**config.mk**
```make
export PLATFORM = sky130hd
export DESIGN_NAME = fetch_unit
export DESIGN_NICKNAME = d
export VERILOG_FILES = /design/src/rtl/fetch_unit.sv
export SDC_FILE = /design/constraint.sdc
export NUM_CORES = 1
export LEC_CHECK = 0
export ABC_AREA = 1
export CORE_UTILIZATION = 55
export CTS_CLUSTER_DIAMETER = 50
export CTS_CLUSTER_SIZE = 30
export DETAILED_ROUTE_END_ITERATION = 7
export GPL_TIMING_DRIVEN = 0
export PLACE_DENSITY = 0.77
export RECOVER_POWER = 50
export SYNTH_ARGS = -nofsm -noshare
export SYNTH_HDL_FRONTEND = slang
export SYNTH_SLANG_ARGS = --single-unit
export TNS_END_PERCENT = 100
```
**constraint.sdc**
```tcl
create_clock -name clk -period 4.3 [get_ports clk]
set_input_delay 0.43 -clock clk [delete_from_list [all_inputs] [get_ports clk]]
set_output_delay 0.43 -clock clk [all_outputs]
set_load 0.01 [all_outputs]
```
**src/rtl/fetch_unit.sv**
```systemverilog
// fetch_unit
//   Instruction fetch front end. Holds the program counter, issues sequential
//   word reads to instruction memory, buffers in-order responses together with
//   their PCs, and hands them to decode. A redirect flushes the buffer, marks
//   every in-flight fetch as stale and restarts fetch at the new PC.
//
// Ports
//   clk, rst_n                     clock (rising edge), async active-low reset
//   imem_req_valid/ready/addr      fetch request channel to instruction memory
//   imem_rsp_valid/data            in-order read responses, one per request
//   instr_valid/ready, instr,
//   instr_pc                       queue head presented to decode
//   redirect_valid, redirect_pc    flush and restart fetch at redirect_pc
module fetch_unit #(
  parameter logic [31:0] RESET_PC = 32'h0000_0000,
  parameter int          DEPTH    = 4
) (
  input  logic        clk,
  input  logic        rst_n,
  output logic        imem_req_valid,
  input  logic        imem_req_ready,
  output logic [31:0] imem_req_addr,
  input  logic        imem_rsp_valid,
  input  logic [31:0] imem_rsp_data,
  output logic        instr_valid,
  input  logic        instr_ready,
  output logic [31:0] instr,
  output logic [31:0] instr_pc,
  input  logic        redirect_valid,
  input  logic [31:0] redirect_pc
);

  localparam int AW = $clog2(DEPTH);
  localparam int CW = AW + 1;

  logic [31:0]   pc;

  // instruction queue
  logic [31:0]   iq_data [DEPTH];
  logic [31:0]   iq_pc   [DEPTH];
  logic [AW-1:0] iq_head;
  logic [AW-1:0] iq_tail;
  logic [CW-1:0] count;

  // addresses of accepted but not yet answered requests
  logic [31:0]   aq      [DEPTH];
  logic [AW-1:0] aq_head;
  logic [AW-1:0] aq_tail;
  logic [CW-1:0] outstanding;
  logic [CW-1:0] kill;

  logic [CW:0]   used;
  logic          credit_ok;
  logic          req_fire;
  logic          rsp_ok;
  logic          rsp_keep;
  logic          pop;

  // Killed requests still hold a credit until their response drains, which
  // keeps the queue from ever overflowing when they arrive.
  assign used      = {1'b0, count} + {1'b0, outstanding};
  assign credit_ok = used < (CW + 1)'(DEPTH);

  assign imem_req_valid = rst_n && !redirect_valid && credit_ok;
  assign imem_req_addr  = pc;

  assign instr_valid = count != '0;
  assign instr       = iq_data[iq_head];
  assign instr_pc    = iq_pc[iq_head];

  assign req_fire = imem_req_valid && imem_req_ready;
  // A response with nothing outstanding is a protocol error and is ignored.
  assign rsp_ok   = imem_rsp_valid && (outstanding != '0);
  assign rsp_keep = rsp_ok && (kill == '0);
  assign pop      = instr_valid && instr_ready;

  always_ff @(posedge clk or negedge rst_n) begin
    if (!rst_n) begin
      pc          <= RESET_PC;
      iq_head     <= '0;
      iq_tail     <= '0;
      count       <= '0;
      aq_head     <= '0;
      aq_tail     <= '0;
      outstanding <= '0;
      kill        <= '0;
      for (int i = 0; i < DEPTH; i++) begin
        iq_data[i] <= '0;
        iq_pc[i]   <= '0;
        aq[i]      <= '0;
      end
    end else begin
      // The address queue drains with responses regardless of redirects, so
      // it stays aligned with the memory's in-order response stream.
      if (rsp_ok) begin
        aq_head <= aq_head + AW'(1);
      end

      if (redirect_valid) begin
        iq_head     <= '0;
        iq_tail     <= '0;
        count       <= '0;
        pc          <= redirect_pc & 32'hFFFF_FFFC;
        kill        <= outstanding - CW'(rsp_ok);
        outstanding <= outstanding - CW'(rsp_ok);
      end else begin
        if (req_fire) begin
          aq[aq_tail] <= pc;
          aq_tail     <= aq_tail + AW'(1);
          pc          <= pc + 32'd4;
        end

        if (rsp_keep) begin
          iq_data[iq_tail] <= imem_rsp_data;
          iq_pc[iq_tail]   <= aq[aq_head];
          iq_tail          <= iq_tail + AW'(1);
        end

        if (pop) begin
          iq_head <= iq_head + AW'(1);
        end

        if (rsp_ok && (kill != '0)) begin
          kill <= kill - CW'(1);
        end

        count       <= count + CW'(rsp_keep) - CW'(pop);
        outstanding <= outstanding + CW'(req_fire) - CW'(rsp_ok);
      end
    end
  end

endmodule

```
==> results by group <==
Run status
  – Status: complete, but fails checks
  – Violated checks: capacitance limit, slew limit

Synth
  – Yosys top cell by area: dfrtp_1
  – Synth cell types: 24
  – Xor/xnor share of the synthesized area: 0.00669
  – Post-Synthesis Cell Area: 19700 sq um
  – Post-synthesis mux area share: 0
  – Adder-cell share of the synthesized area: 0.0141
  – Flops & latches, synth: 415
  – Largest family of logic cells by synthesized area: simple AND/OR/NAND/NOR gates
  – Register area share after synthesis: 0.528
  – Simple-Gate Fraction of Synth Area: 0.218
  – Compound-gate portion of the synthesized area: 0.179
  – Syn avg cell area: around 7.8 sq um
  – Synth Instances: around 2.5k
  – Synth area leaders: dfrtp_1, nand2_1, o21ai_0, nor2_1, o22ai_1
  – Synth top area share: 0.528
  – Yosys warning total: 0

Finish
  – Register Area: around 10000 sq um
  – Share of layout cells above drive strength 1: 0.0404
  – Antenna fix cells: 0
  – Fin nets: about 2.8k
  – Multi-input gate area: about 8200 sq um
  – Commonest non-fill, non-tap cell in the layout: nand2_1
  – Commonest non-fill, non-tap cells in the layout: nand2_1, o21ai_0, dfrtp_1
  – Filler instances: 2935
  – Area growth, synth to finish: 18.5%

Power
  – Seq pwr share: 0.370
  – Max IR drop VDD: 0.481 mV
  – Leak pwr: ~12 nW
  – P_sw: slightly above 6 mW
  – Pwr Total: between 15 and 20 mW
  – Int Power: ~9.2 mW
  – PD cells: between 600 and 700 nW/um^2
  – Comb pwr share: 0.382
  – Net Sw Frac: 0.398
  – Clock Power Share: 0.248

STA
  – RSZ-0062 raised after global routing: no
  – Final setup fails: 0
  – Slew Limit Headroom: -0.530
  – Final period utilization: 0.972
  – Max-slew violations: 240
  – Worst slew pin tran: 2300 ps
  – Min Tclk post-route: approximately 4200 ps
  – Hold Vio Cnt, Final: 0
  – Fmax: around 0.24 GHz
  – Clk_skew: 21.7 ps
  – Min setup slack post-route: around 120 ps

Global route
  – Vias in the first global route: about 18k
  – Global router's overall resource usage: 0.343
  – Grt ovf: 0
  – Met3 usage: 0.0545
  – GRT met2 Usage: 0.558
  – Met1 usage: 0.458
  – Antenna violations before repair: 0
  – Global-route wire length before repair: between 90000 and 100000 microns
  – Pin count of the biggest net entering global routing: 118
  – Global route hottest layer: met2

Clock tree
  – CTS buffer count: 40
  – Htree depth: 2
  – Max Root-Sink Buffers: 3
  – CTS tree: built
  – Clk Latency, worst-skew pair: about 550 ps
  – CTS Root Cell: clkbuf_16
  – CTS sink cnt: approximately 420
  – Clock transition at path regs: roughly 70 ps

Setup path
  – Critical Path Slowest Stage Cell: clkbuf_1
  – Worst Path Required: roughly 3900 ps
  – CP dominant cell by count: clkbuf_1
  – CP top delay family: buffers and inverters
  – CP cell instances: clkbuf_1, clkinv_1, clkbuf_1, clkbuf_1, nor2_1, o22ai_1, clkdlybuf4s50_1
  – Crit start category: flip-flop
  – Worst Path Buf+Inv: 5
  – CP max FO: 10
  – Crit path largest cell delay: 650 ps
  – Endpoint type of the worst setup path: output port
  – WS Path Type: flip-flop to output port
  – Arr. time, crit path: around 3800 ps

Drt
  – Vias: around 19k
  – Avg Vias per Cell: approximately 5.8
  – ANT nets after route: 0
  – Initial DRT Pass Iterations: 6
  – Avg WL per Cell: 19.2 microns
  – Detailed Route Iter0 Violations: a little over 2k
  – DRC Markers: 0
  – Final wirelength: approximately 60000 microns

Placement
  – GPL Wtd Cong: roughly 0.9
  – DPL Wire Length: ~42000 microns
  – PortBufs: 160
  – Pre-CTS setup slack: approximately 200 ps

Floorplan
  – Starting Density: 0.563
  – Die extent in x: 191 microns
  – Die H: between 150 and 200 microns
  – Row count: 68
  – Core ar.: 34900 sq um
  – I/O pins: approximately 170
  – Die ar.: roughly 36000 sq um

Run
  – Max-cap violations: 3

Hold path
  – Hold WC Path Type: primary input to asynchronous set/reset pin
-- cell usage after synthesis --
library cell,count
dfrtp_1,415
buf_2,32
o21ai_0,574
clkinv_1,7
clkbuf_1,140
xnor2_1,2
nor2_2,4
o22ai_1,92
xor2_1,13
nand3_1,55
or2_2,2
nand3_2,1
conb_1,1
nor3_1,3
nand2_1,815
buf_4,4
ha_1,19
o211ai_1,5
nor2_1,237
fa_1,2
a21oi_1,3
inv_1,79
inv_2,2
a21boi_4,1
-- routing by layer --
metal  part of all wire  vias up
li1                   -     8626
met1               0.40     8936
met2               0.47      980
met3              0.094      174
met4              0.040        0
met5                  0        -
-- sequential cells by signal, indices dropped and copies added (netlist names) --
signal and count:
iq_data 128, aq 120, iq_pc 120, imem_req_addr 30, count 3, kill 3, outstanding 3, aq_head 2
aq_tail 2, iq_head 2, iq_tail 2
-- power groups by stage --
stage / Clock (mW) / Combinational, mW / Sequential (mW)
floorplan: 0 / 3.22 / 5.54
global placement: 0 / 5.59 / 5.68
detailed placement: 0 / 5.76 / 5.71
CTS: 3.81 / 5.81 / 5.64
global route: 3.97 / 6.40 / 5.78
finish: 3.80 / 5.85 / 5.66
-- cell type report --
class	instances	area share
timing repair buffer	166	0.0727
tap	455	0.0244
clock buffer	46	0.0457
sequential	415	0.446
buffer	176	0.0307
clock inverter	24	0.0142
inverter	88	0.0142
multi-input combinational	1832	0.352
-- logic make-up (layout without fill, tap and decap cells) --
logic type,after synthesis,count (layout)
and+or+nand+nor,1117,1117
AOI/OAI and AO/OA,675,675
DFF,415,415
buffers and inverters,264,500
adders and majority gates,21,21
xor gates and xnor gates,15,15
other,1,4
-- final timing paths --
kind	endpoint	cells past startpoint	from	slack [ps]
max	instr_pc[29]	7	iq_head[0]	120
min	iq_data[16]	2	rst_n	380
max reg2reg	iq_pc[12]	7	outstanding[1]	420
min reg2reg	aq[47]	2	aq[47]	480
max in group asynchronous	iq_data[72]	4	rst_n	1070
min in group clk	aq[47]	2	aq[47]	480
-- per-stage QoR --
step                      utilization  hold WS (ps)  cell area, sq um  cells  setup TNS, ps
after floorplan                     -           134             19700   2511              0
after global placement          0.626           461             21800   3126       -8157620
after detailed placement        0.629           413             21900   3130              0
after CTS                       0.669           453             23400   3201              0
after global routing            0.668           421             23300   3202              0
final                           0.668           379             23300   3202              0
-- what timing repair did --
action | CTS | global route
hold endpoints to repair | 69 | 0
setup buffers | 0 | 0
setup endpoints to repair | 0 | 1
hold buffers | 1 | 0
resized for setup | 0 | 1
No activity file was read; power rests on OpenSTA's default activity.
